**config.mk**
```make
export PLATFORM = sky130hd
export DESIGN_NAME = dmem_arbiter
export DESIGN_NICKNAME = d
export VERILOG_FILES = /design/src/rtl/dmem_arbiter_pkg.sv /design/src/rtl/dmem_arb_pick.sv /design/src/rtl/dmem_arbiter.sv
export SDC_FILE = /design/constraint.sdc
export NUM_CORES = 1
export LEC_CHECK = 0
export BUFFER_PORTS_ARGS = -buffer_cell sky130_fd_sc_hd__buf_2
export CAP_MARGIN = 10
export CORE_MARGIN = 2
export CORE_UTILIZATION = 35
export CTS_CLUSTER_SIZE = 8
export DETAILED_ROUTE_END_ITERATION = 10
export PLACE_DENSITY = 0.8
export SLEW_MARGIN = 15
export SYNTH_ARGS = -nofsm -noshare
export SYNTH_HDL_FRONTEND = slang
export SYNTH_SLANG_ARGS = --single-unit
```
**constraint.sdc**
```tcl
create_clock -name clk -period 2.2 [get_ports clk]
set_input_delay 0.11 -clock clk [delete_from_list [all_inputs] [get_ports clk]]
set_output_delay 0.11 -clock clk [all_outputs]
set_load 0.02 [all_outputs]
```
**src/rtl/dmem_arbiter_pkg.sv**
```systemverilog
// Owner encoding shared by the data-memory arbiter and its priority picker.
// Pure definitions; no logic or state.
package dmem_arbiter_pkg;

   typedef enum logic [1:0] {
      OWN_NONE = 2'd0,
      OWN_CORE = 2'd1,
      OWN_DMA  = 2'd2
   } owner_e;

endpackage

```
**src/rtl/dmem_arb_pick.sv**
```systemverilog
// Combinational priority decision for one SRAM access slot.
// Zero latency; a losing requester is simply not selected and must hold its request.
module dmem_arb_pick
   import dmem_arbiter_pkg::*;
(
   input  logic   core_req,
   input  logic   dma_req,
   input  logic   lock_q,
   input  logic   burst_open,
   input  logic   starve_full,
   output owner_e owner
);

   always_comb begin
      owner = OWN_NONE;
      if (lock_q && burst_open && dma_req) begin
         owner = OWN_DMA;
      end else if (dma_req && starve_full) begin
         owner = OWN_DMA;
      end else if (core_req) begin
         owner = OWN_CORE;
      end else if (dma_req) begin
         owner = OWN_DMA;
      end
   end

endmodule

```
**src/rtl/dmem_arbiter.sv**
```systemverilog
// Shares single-port sram0 between the core LOAD/STORE port and the DMA/debug port.
// Grant is same-cycle, read data returns one cycle later; a denied core is stalled, a denied DMA holds its request.
module dmem_arbiter
   import dmem_arbiter_pkg::*;
#(
   parameter int ADDR_W     = 10,
   parameter int DATA_W     = 32,
   parameter int STARVE_LIM = 4,
   parameter int MAX_BURST  = 4
) (
   input  logic              clk,
   input  logic              rst,
   input  logic              core_req,
   input  logic              core_we,
   input  logic [ADDR_W-1:0] core_addr,
   input  logic [DATA_W-1:0] core_wdata,
   output logic              core_gnt,
   output logic              core_stall,
   output logic              core_rvalid,
   output logic [DATA_W-1:0] core_rdata,
   input  logic              dma_req,
   input  logic              dma_we,
   input  logic              dma_lock,
   input  logic [ADDR_W-1:0] dma_addr,
   input  logic [DATA_W-1:0] dma_wdata,
   output logic              dma_gnt,
   output logic              dma_rvalid,
   output logic [DATA_W-1:0] dma_rdata,
   output logic              sram_en,
   output logic              sram_we,
   output logic [ADDR_W-1:0] sram_addr,
   output logic [DATA_W-1:0] sram_wdata,
   input  logic [DATA_W-1:0] sram_rdata
);

   localparam int SW = $clog2(STARVE_LIM + 1);
   localparam int BW = $clog2(MAX_BURST + 1);
   localparam logic [SW-1:0] STARVE_MAX = SW'(STARVE_LIM);
   localparam logic [BW-1:0] BURST_MAX  = BW'(MAX_BURST);

   logic [SW-1:0] starve_q, starve_d;
   logic [BW-1:0] burst_q, burst_d;
   logic          lock_q, lock_d;
   owner_e        rd_owner_q, rd_owner_d;
   logic [DATA_W-1:0] core_rdata_q, core_rdata_d;
   logic [DATA_W-1:0] dma_rdata_q, dma_rdata_d;

   owner_e pick_owner;
   owner_e owner;

   dmem_arb_pick u_pick (
      .core_req    (core_req),
      .dma_req     (dma_req),
      .lock_q      (lock_q),
      .burst_open  (burst_q < BURST_MAX),
      .starve_full (starve_q == STARVE_MAX),
      .owner       (pick_owner)
   );

   // Reset overrides the decision so nothing reaches the SRAM while rst is high.
   assign owner      = rst ? OWN_NONE : pick_owner;
   assign core_gnt   = (owner == OWN_CORE);
   assign dma_gnt    = (owner == OWN_DMA);
   assign core_stall = core_req & ~core_gnt;

   always_comb begin
      sram_en    = 1'b0;
      sram_we    = 1'b0;
      sram_addr  = '0;
      sram_wdata = '0;
      if (core_gnt) begin
         sram_en    = 1'b1;
         sram_we    = core_we;
         sram_addr  = core_addr;
         sram_wdata = core_wdata;
      end else if (dma_gnt) begin
         sram_en    = 1'b1;
         sram_we    = dma_we;
         sram_addr  = dma_addr;
         sram_wdata = dma_wdata;
      end
   end

   // A granted beat without lock ends the burst, so the next locked run starts from zero.
   always_comb begin
      starve_d = '0;
      if (dma_req && !dma_gnt) begin
         starve_d = (starve_q == STARVE_MAX) ? starve_q : starve_q + 1'b1;
      end
      burst_d = '0;
      if (dma_gnt && dma_lock) begin
         burst_d = (burst_q == BURST_MAX) ? burst_q : burst_q + 1'b1;
      end
      lock_d     = dma_gnt & dma_lock;
      rd_owner_d = (sram_en && !sram_we) ? owner : OWN_NONE;
   end

   assign core_rvalid = (rd_owner_q == OWN_CORE) & ~rst;
   assign dma_rvalid  = (rd_owner_q == OWN_DMA) & ~rst;

   always_comb begin
      core_rdata_d = core_rvalid ? sram_rdata : core_rdata_q;
      dma_rdata_d  = dma_rvalid ? sram_rdata : dma_rdata_q;
   end

   assign core_rdata = core_rdata_d;
   assign dma_rdata  = dma_rdata_d;

   always_ff @(posedge clk) begin
      if (rst) begin
         starve_q   <= '0;
         burst_q    <= '0;
         lock_q     <= 1'b0;
         rd_owner_q <= OWN_NONE;
      end else begin
         starve_q   <= starve_d;
         burst_q    <= burst_d;
         lock_q     <= lock_d;
         rd_owner_q <= rd_owner_d;
      end
   end

   // Returned data is a pure datapath hold register; it keeps its value across reset.
   always_ff @(posedge clk) begin
      core_rdata_q <= core_rdata_d;
      dma_rdata_q  <= dma_rdata_d;
   end

endmodule

```
==> impl_metrics.tcl, run 1 <==
set metrics [dict create \
    maxSlewViolCount 0 \
    nets 698 \
    finalWirelength_mm 11.0 \
    synth_common_cells "73 x dfxtp_1, 73 x nand2_1, 50 x mux2_2, 33 x o21ai_0" \
    drive_gt1_frac 0.671 \
    crit_fanout 5 \
    syn_area_per_cell_um2 10.0 \
    coreArea_um2 8760 \
    slowest_delay_ns 0.33 \
    cts_tree "built" \
    cpMaxStageDelayCell "dfxtp_2" \
    end_kind "primary output" \
    crit_top_cell "ha_4" \
    period_share 1.01 \
    p_leak_nw 2.66 \
    grt_max_degree 34 \
    antenna_found_initial 1 \
    path_cells "inv_2 > ha_4 > nand2_4 > nand3_4 > nand3b_1 > ha_4 > buf_12 > buf_8 > nor2b_4 > a22o_1 > buf_6" \
    viasPerCell 4.93 \
    max_freq_ghz 0.450 \
    worstPathRequired_ns 2.09 \
    multi_input_area_um2 1830 \
    synth-seq-cells 73 \
    placedCellCount 645 \
    wl_per_cell_um 16.1 \
    hold_violations 0 \
    gr-total-overflow 0 \
    seq_area_frac_synth 0.458 \
    num_vias 3368 \
    netlist.area_leader.share 0.458 \
    p_per_area_nw_per_um2 845 \
    area_delta_synth_final_pct 71.6 \
    cts_max_path_buffers 2 \
    cts_sinks 73 \
    rows 34 \
    ys_async_sr_fraction 0 \
    synth_cells 318 \
    fin_crit_ns 2.22 \
    fillers 699 \
    tightestPinTransition_ns 0.423 \
    grt_pass1_wl_mm 16.1 \
    fin_area_um2 5480 \
    violations "setup timing" \
    insertion_delay_ns 0.34 \
    ir_drop_mv 0.273 \
    whs_path_depth 2 \
    drt_iter0_markers 56 \
    synth_flop_cell "dfxtp_1" \
    rsz0062_at_grt "yes" \
    worst_setup_path_start_kind "flop" \
    crit_arrival_ns 2.11 \
    drcViolationCount 0 \
    setup_viol 2 \
    reg2reg_slack_ns 0.05 \
    clk_pin_slew_ns 0.08 \
    p_total_mw 4.63 \
    layoutNonFillerInstCount 683 \
    crit_type "reg2out" \
    yosysUniqueCellTypes 26 \
    post-dp-hpwl_mm 7.97 \
    yosys_warnings 0 \
    h-tree-depth 3 \
    hp-class "in2reg" \
    synth_edf_count 0 \
    drv_cap 0 \
    clock_skew_ns 0.00940 \
    r2r_end "starve_q[2]$_SDFFE_PP0P_" \
    cts_root_buf "clkbuf_8" \
    first_pass_iters 4 \
    port_buffers 235 \
    io_pins 236 \
    seq_area_um2 1460 \
    routabilityCongestion 0.847 \
    die_height_um 99.5 \
    dieArea_um2 9900 \
    max_slew_margin 0.718 \
    place_area_um2 4570 \
    min_to "core_rdata_q[27]$_DFF_P_" \
    first_global_vias 3353 \
    die_w_um 99.5 \
    reg2reg_from "starve_q[0]$_SDFFE_PP0P_" \
    syn_nets 447 \
    antenna_left 0 \
    status "finished with violations" \
    grt_usage 0.208 \
    numCtsBuffers 9 \
    dp_slack_ns -0.177 \
    synthTopCellsByArea "dfxtp_1 46%, mux2_2 18%, nand2_1 8.6%" \
    synth_top_cell_by_area "dfxtp_1" \
    r2r_cells 10 \
    start_util 0.364 \
    finalWorstSetupSlack_ns -0.0216 \
    min_from "sram_rdata[27]" \
    syn-cell-area_um2 3190 \
]
## area by class of cell
cell class | instances | share of cell area
diodes | 1 | 0.000457
clock buffers | 10 | 0.0251
clock inverters | 6 | 0.0210
inverters | 7 | 0.00480
multi-input cells | 218 | 0.334
flip-flops and latches | 73 | 0.267
well taps | 108 | 0.0247
repair buffers | 260 | 0.323
## worst max-delay path by stage
stage,from,end,depth (start not counted)
after floorplan,starve_q[0]$_SDFFE_PP0P_,sram_addr[2],9
after global placement,starve_q[0]$_SDFFE_PP0P_,sram_addr[9],9
after detailed placement,starve_q[0]$_SDFFE_PP0P_,sram_wdata[29],9
after global routing,starve_q[0]$_SDFFE_PP0P_,sram_wdata[28],11
after CTS,starve_q[0]$_SDFFE_PP0P_,sram_wdata[29],11
final,starve_q[0]$_SDFFE_PP0P_,sram_wdata[27],11
## layer usage
| layer | track usage | vias to the layer above | wire length [um] |
|---|---|---|---|
| met4 | 0.126 | 0 | 530 |
| met5 | 0 | - | 0 |
| met3 | 0.0513 | 35 | 902 |
| li1 | - | 1589 | - |
| met2 | 0.397 | 194 | 5890 |
| met1 | 0.198 | 1550 | 3680 |
## registers in the layout, indices dropped and copies added, names as in the netlist
signal / count
core_rdata_q: 32
dma_rdata_q: 32
burst_q: 3
starve_q: 3
rd_owner_q: 2
lock_q: 1
## cell usage in the layout (no fill, tap or decap), types with 4 or more instances in the layout
cell	n
nand2_2	4
mux2_1	4
buf_2	197
nor2_1	7
o21ai_2	29
dfxtp_1	71
inv_1	5
buf_12	4
mux2_2	50
nand2_1	67
dlygate4sd3_1	4
a22o_1	10
buf_6	30
buf_4	17
mux2_4	10
clkbuf_8	10
## report_power, final
group | switching, mW | internal [mW] | total, mW
Sequential | 0.0726 | 1.64 | 1.71
Clock | 0.486 | 0.788 | 1.27
Combinational | 0.918 | 0.722 | 1.64
## timing repair
action | 4_1_cts | 5_1_grt
endpoints found under the hold margin | 5 | 0
resized for setup | 43 | 65
gates cloned | 5 | 2
endpoints found under the setup margin | 47 | 44
pin swaps | 8 | 12
hold buffers | 4 | 0
buffers inserted | 7 | 4
## cell families (layout without fill, tap and decap cells)
kind of cell	after synthesis	in the layout	synth area share
adders and majority gates	6	6	0.0235
other	0	1	0
muxes	64	64	0.238
and+or+nand+nor	96	97	0.133
AOI/OAI and AO/OA	49	49	0.0910
buffers and inverters	28	283	0.0514
DFF	73	73	0.458
xor gates and xnor gates	2	2	0.00549
## worst max-delay path, delay by kind of cell (launching register included)
kind,cells,cell delay (ns)
buf+inv,4,0.46
simple gates,4,0.43
fa+ha+maj,2,0.36
flops,1,0.33
compound gates,1,0.20
## through the flow
step / setup TNS [ns] / util / hold WS (ns)
after CTS: 0 / 0.594 / 0.000806
after floorplan: -0.603 / - / 0.207
final: -0.0227 / 0.625 / 0.0237
after global routing: -1.13 / 0.625 / 0.00763
after global placement: 0 / 0.521 / 0.354
after detailed placement: -1.65 / 0.521 / 0.363
Note: power is estimated with default switching activity, not from simulation.
==> inputs of run 2 (changes only) <==
Settings changed: SYNTH_HIERARCHICAL set to 1.
==> impl_metrics.tcl, run 2 <==
set metrics [dict create \
    period_share 1.11 \
    setup_viol 48 \
    final_common_cell "buf_2" \
    pwr-share-comb 0.387 \
    end_kind "primary output" \
    clk_pin_slew_ns 0.07 \
    synthMostInstantiatedCell "dfxtp_1" \
    syn-cell-area_um2 3160 \
    dieArea_um2 9810 \
    wl_per_cell_um 16.9 \
    grt_usage 0.214 \
    synth_edf_count 0 \
    netlist.area_leader.share 0.462 \
    syn_area_per_cell_um2 10.0 \
    worst_setup_path_start_kind "flop" \
    synth_cells 316 \
    cpMaxStageDelayCell "dfxtp_2" \
    start_util 0.362 \
    area_delta_synth_final_pct 81.8 \
    crit_fanout 9 \
    antenna_left 0 \
    first_global_vias 3411 \
    crit_arrival_ns 2.32 \
    drv_cap 0 \
    finalWirelength_mm 11.6 \
    crit_buf_inv 5 \
    hold_violations 0 \
    drive_gt1_frac 0.747 \
    worstPathRequired_ns 2.09 \
    antenna_found_initial 0 \
    io_pins 236 \
    crit_type "reg2out" \
    p_per_area_nw_per_um2 818 \
    cts_max_path_buffers 2 \
    cts_root_buf "clkbuf_8" \
    synth_common_cells "73 x dfxtp_1, 66 x nand2_1, 60 x mux2_2, 33 x o21ai_0, 12 x inv_1" \
    reg_top3 "core_rdata_q: 32 flops, dma_rdata_q: 32 flops" \
    diodes 0 \
    finalWorstSetupSlack_ns -0.233 \
    hold_ws_ns 0.0213 \
    synth_top_cell_by_area "dfxtp_1" \
    fillers 676 \
    ys_async_sr_fraction 0 \
    fin_crit_ns 2.43 \
    max_freq_ghz 0.411 \
    switchingPower_mw 1.57 \
    grt_pass1_wl_mm 16.8 \
    cts_sinks 73 \
    rows 34 \
    tightestPinTransition_ns 0.425 \
    maxSlewViolCount 0 \
    yosys_warnings 6 \
    dp_slack_ns -0.192 \
    synth_flop_cell "dfxtp_1" \
    h-tree-depth 3 \
    die_height_um 99.0 \
    status "finished with violations" \
    swShare 0.334 \
    insertion_delay_ns 0.34 \
    slowest_delay_ns 0.33 \
    first_pass_iters 6 \
    yosysUniqueCellTypes 27 \
    routabilityCongestion 0.857 \
    port_buffers 235 \
    tns_ns -8.22 \
    die_w_um 99.0 \
    coreArea_um2 8720 \
    internal-power_mw 3.13 \
    seqPwrFrac 0.373 \
    gr-total-overflow 0 \
    drcViolationCount 0 \
    hp-class "in2reg" \
    viasPerCell 4.95 \
    seq_area_frac_synth 0.462 \
    max_slew_margin 0.717 \
    clock_skew_ns 0.00727 \
    path_cells "inv_2 > ha_4 > and2_4 > a21o_1 > a21oi_2 > nand2b_1 > inv_2 > ha_4 > buf_6 > buf_16 > a22o_1 > buf_6" \
    p_leak_nw 2.84 \
    grt_max_degree 34 \
    drt_iter0_markers 93 \
    mostFrequentLayoutCells "188 x buf_2, 70 x dfxtp_1, 60 x mux2_2" \
    cts_tree "built" \
    synth-seq-cells 73 \
    synthTopCellsByArea "dfxtp_1 46%, mux2_2 21%, nand2_1 7.8%" \
    critPathTopFamily "buffers and inverters" \
    num_vias 3415 \
    rsz0062_at_grt "yes" \
    p_clk_frac 0.240 \
    violations "setup timing" \
    ir_drop_mv 0.299 \
    numCtsBuffers 9 \
    nets 707 \
    syn_nets 445 \
    post-dp-hpwl_mm 7.63 \
]
-- run 2: changes by cell type in the layout (fill, tap and decap cells not counted), moves of 10 or more --
cell	delta
nand2_2	+16
mux2_4	-10
nand2_4	+11
buf_6	+20
mux2_2	+10
nand2_1	-34
-- run 2: layout make-up --
| cell class | instances | area, um2 | share of cell area |
|---|---|---|---|
| Inverter | 12 | 45.0 | 0.00784 |
| Multi-Input combinational cell | 213 | 1910 | 0.333 |
| Sequential cell | 73 | 1470 | 0.255 |
| Timing Repair Buffer | 269 | 1970 | 0.343 |
| Clock inverter | 5 | 78.8 | 0.0137 |
| Clock buffer | 10 | 138 | 0.0240 |
| Tap cell | 108 | 135 | 0.0235 |
-- run 2: timing repair --
item	CTS	global route
gates cloned	6	8
gates resized for setup	86	98
endpoints found under the setup margin	50	52
buffers inserted	12	3
hold endpoints to repair	2	0
hold buffers	1	0
pin swaps	2	10
-- run 2: metrics by stage --
stage	cell area [um2]	utilization	std cells	power [mW]
2_1_floorplan	3310	-	316	2.80
3_3_place_gp	4590	0.527	650	3.33
3_5_place_dp	4590	0.527	650	3.39
4_1_cts	5340	0.612	684	4.66
5_1_grt	5750	0.659	690	4.94
6_report	5750	0.659	690	4.70
-- run 2: kinds of logic after synthesis --
| kind of cell | count (synthesis) | synth area share |
|---|---|---|
| simple gates | 85 | 0.123 |
| mux | 64 | 0.228 |
| compound gates | 57 | 0.111 |
| fa+ha+maj | 6 | 0.0238 |
| buf+inv | 31 | 0.0519 |
| flops | 73 | 0.462 |
-- run 2: routing by layer --
| metal | track usage | part of all wire | vias up |
|---|---|---|---|
| li1 | - | - | 1619 |
| met1 | 0.211 | 0.34 | 1587 |
| met2 | 0.413 | 0.54 | 176 |
| met3 | 0.0603 | 0.081 | 33 |
| met4 | 0.0875 | 0.040 | 0 |
| met5 | 0 | 0 | - |
-- run 2: final timing paths --
path              cells past startpoint                     start  slack [ns]                       end
setup reg to reg                     11  starve_q[0]$_SDFFE_PP0N_       -0.05  starve_q[2]$_SDFFE_PP0N_
hold reg to reg                       1   dma_rdata_q[21]$_DFF_P_        0.46   dma_rdata_q[21]$_DFF_P_
setup / recovery                     12  starve_q[0]$_SDFFE_PP0N_       -0.23            sram_wdata[24]
hold / removal                        2             sram_rdata[3]        0.02   core_rdata_q[3]$_DFF_P_
-- run 2: power groups by stage --
| stage | registers [mW] | logic, mW | clock network, mW |
|---|---|---|---|
| floorplan | 1.75 | 1.04 | 0 |
| global placement | 1.76 | 1.57 | 0 |
| detailed placement | 1.79 | 1.60 | 0 |
| CTS | 1.76 | 1.74 | 1.16 |
| global route | 1.79 | 1.93 | 1.23 |
| finish | 1.75 | 1.82 | 1.13 |
==> inputs of run 3 (changes only) <==
Settings changed: TNS_END_PERCENT set to 1.
==> impl_metrics.tcl, run 3 (synthesis gave the netlist of run 2 again) <==
set metrics [dict create \
    status "finished with violations" \
    violations "setup timing" \
    endpoint "sram_wdata[30]" \
    fin_area_um2 5320 \
    area_delta_synth_final_pct 68.3 \
    viasPerCell 4.76 \
    nets 695 \
    antenna_found_initial 0 \
    worst_setup_path_start_kind "flop" \
    num_vias 3233 \
    hold_violations 0 \
    die_height_um 99.0 \
    crit_type "reg2out" \
    post-dp-hpwl_mm 7.56 \
    clk_pin_slew_ns 0.07 \
    routabilityCongestion 0.817 \
    worstPathRequired_ns 2.09 \
    tightestPinTransition_ns 0.457 \
    reg_top3 "core_rdata_q: 32 flops, dma_rdata_q: 32 flops" \
    hold_ws_ns 0.0187 \
    reg2reg_slack_ns 0.02 \
    die_w_um 99.0 \
    fin_crit_ns 2.41 \
    max_slew_margin 0.695 \
    period_share 1.10 \
    slowest_delay_ns 0.34 \
    p_per_area_nw_per_um2 868 \
    crit_path_start "starve_q[1]$_SDFFE_PP0N_" \
    mostFrequentLayoutCells "201 x buf_2, 71 x dfxtp_1, 60 x mux2_2" \
    grt_usage 0.195 \
    place_area_um2 4610 \
    p_leak_nw 2.62 \
    maxSlewViolCount 0 \
    rsz0062_at_grt "yes" \
    io_pins 236 \
    setup_viol 45 \
    crit_arrival_ns 2.30 \
    cts_sinks 73 \
    dieArea_um2 9810 \
    drive_gt1_frac 0.695 \
    ir_drop_mv 0.410 \
    numCtsBuffers 9 \
    first_global_vias 3232 \
    cts_max_path_buffers 2 \
    p_total_mw 4.62 \
    dp_slack_ns -0.290 \
    gr-total-overflow 0 \
    reg2reg_from "starve_q[1]$_SDFFE_PP0N_" \
    path_cells "inv_2 > ha_4 > and2_4 > a21o_1 > a21oi_2 > nand2b_1 > inv_2 > ha_4 > buf_12 > clkbuf_16 > a22o_1 > buf_6" \
    coreArea_um2 8720 \
    diodes 0 \
    max_freq_ghz 0.415 \
    r2r_end "starve_q[1]$_SDFFE_PP0N_" \
    insertion_delay_ns 0.33 \
    finalWirelength_mm 10.1 \
    first_pass_iters 4 \
    fin_util 0.610 \
    start_util 0.362 \
    port_buffers 235 \
    antenna_left 0 \
    drcViolationCount 0 \
    drv_cap 0 \
    min_from "sram_rdata[3]" \
    drt_iter0_markers 44 \
    finalWorstSetupSlack_ns -0.209 \
    grt_max_degree 34 \
    cpMaxStageDelayCell "dfxtp_2" \
    h-tree-depth 3 \
    final_common_cell "buf_2" \
    crit_fanout 8 \
    r2r_cells 11 \
    end_kind "primary output" \
    grt_pass1_wl_mm 15.2 \
    clock_skew_ns 0.00555 \
    cts_root_buf "clkbuf_8" \
    cts_tree "built" \
    rows 34 \
    hp-class "in2reg" \
    wl_per_cell_um 14.9 \
]
run 3: cell types whose count changed in the layout (fill, tap and decap cells not counted), moves of 2 or more:
cell,change
a211oi_1,+2
a211oi_2,-2
buf_2,+13
buf_6,-19
clkbuf_16,-4
clkinv_4,+2
nand2_1,+20
nand2_2,-7
nand2_4,-13
o21ai_0,+2
o21ai_2,-2
run 3: power breakdown:
group          switching (mW)  leakage, nW  internal [mW]  total, mW
Sequential             0.0777        0.610           1.67       1.75
Clock                   0.505        0.116          0.652       1.16
Combinational           0.979         1.90          0.731       1.71
run 3: layout make-up:
cell class / count / area, um2
fill: 710 / 3400
tap: 108 / 135
clock buffer: 9 / 124
multi-input combinational: 213 / 1770
clock inverter: 7 / 103
sequential: 73 / 1460
inverter: 12 / 45.0
timing repair buffer: 257 / 1680
run 3: repair_timing:
item,CTS,global route
endpoints found under the hold margin,2,0
hold buffers,1,0
buffers inserted,1,3
setup endpoints to repair,52,51
resized for setup,70,41
cloned,2,3
pin swaps,2,7
run 3: how the worst min path moves through the flow:
| stage | endpoint | slack, ns | depth (start not counted) |
|---|---|---|---|
| floorplan | rd_owner_q[0]$_SDFF_PP0_ | 0.20 | 1 |
| global placement | rd_owner_q[1]$_SDFF_PP0_ | 0.32 | 2 |
| detailed placement | rd_owner_q[0]$_SDFF_PP0_ | 0.33 | 2 |
| CTS | core_rdata_q[13]$_DFF_P_ | 0.002 | 2 |
| global route | core_rdata_q[13]$_DFF_P_ | 0.008 | 2 |
| finish | core_rdata_q[3]$_DFF_P_ | 0.02 | 2 |
run 3: critical path: cells and delay by family (launching register included):
family / cells / cell delay [ns]
adders and majority gates: 2 / 0.32
and+or+nand+nor: 2 / 0.25
DFF: 1 / 0.34
buffers and inverters: 5 / 0.57
AOI/OAI and AO/OA: 3 / 0.49
run 3: stage by stage:
stage | cells | TNS [ns]
after floorplan | 316 | -1.94
after global placement | 654 | -1.40
after detailed placement | 654 | -3.73
after CTS | 674 | -9.46
after global routing | 679 | -14.08
final | 679 | -7.32
run 3: metal layers:
| metal | vias up | share of wire | global-route usage |
|---|---|---|---|
| met1 | 1470 | 0.36 | 0.197 |
| li1 | 1588 | - | - |
| met5 | - | 0 | 0 |
| met3 | 21 | 0.076 | 0.0482 |
| met2 | 154 | 0.53 | 0.367 |
| met4 | 0 | 0.031 | 0.0948 |
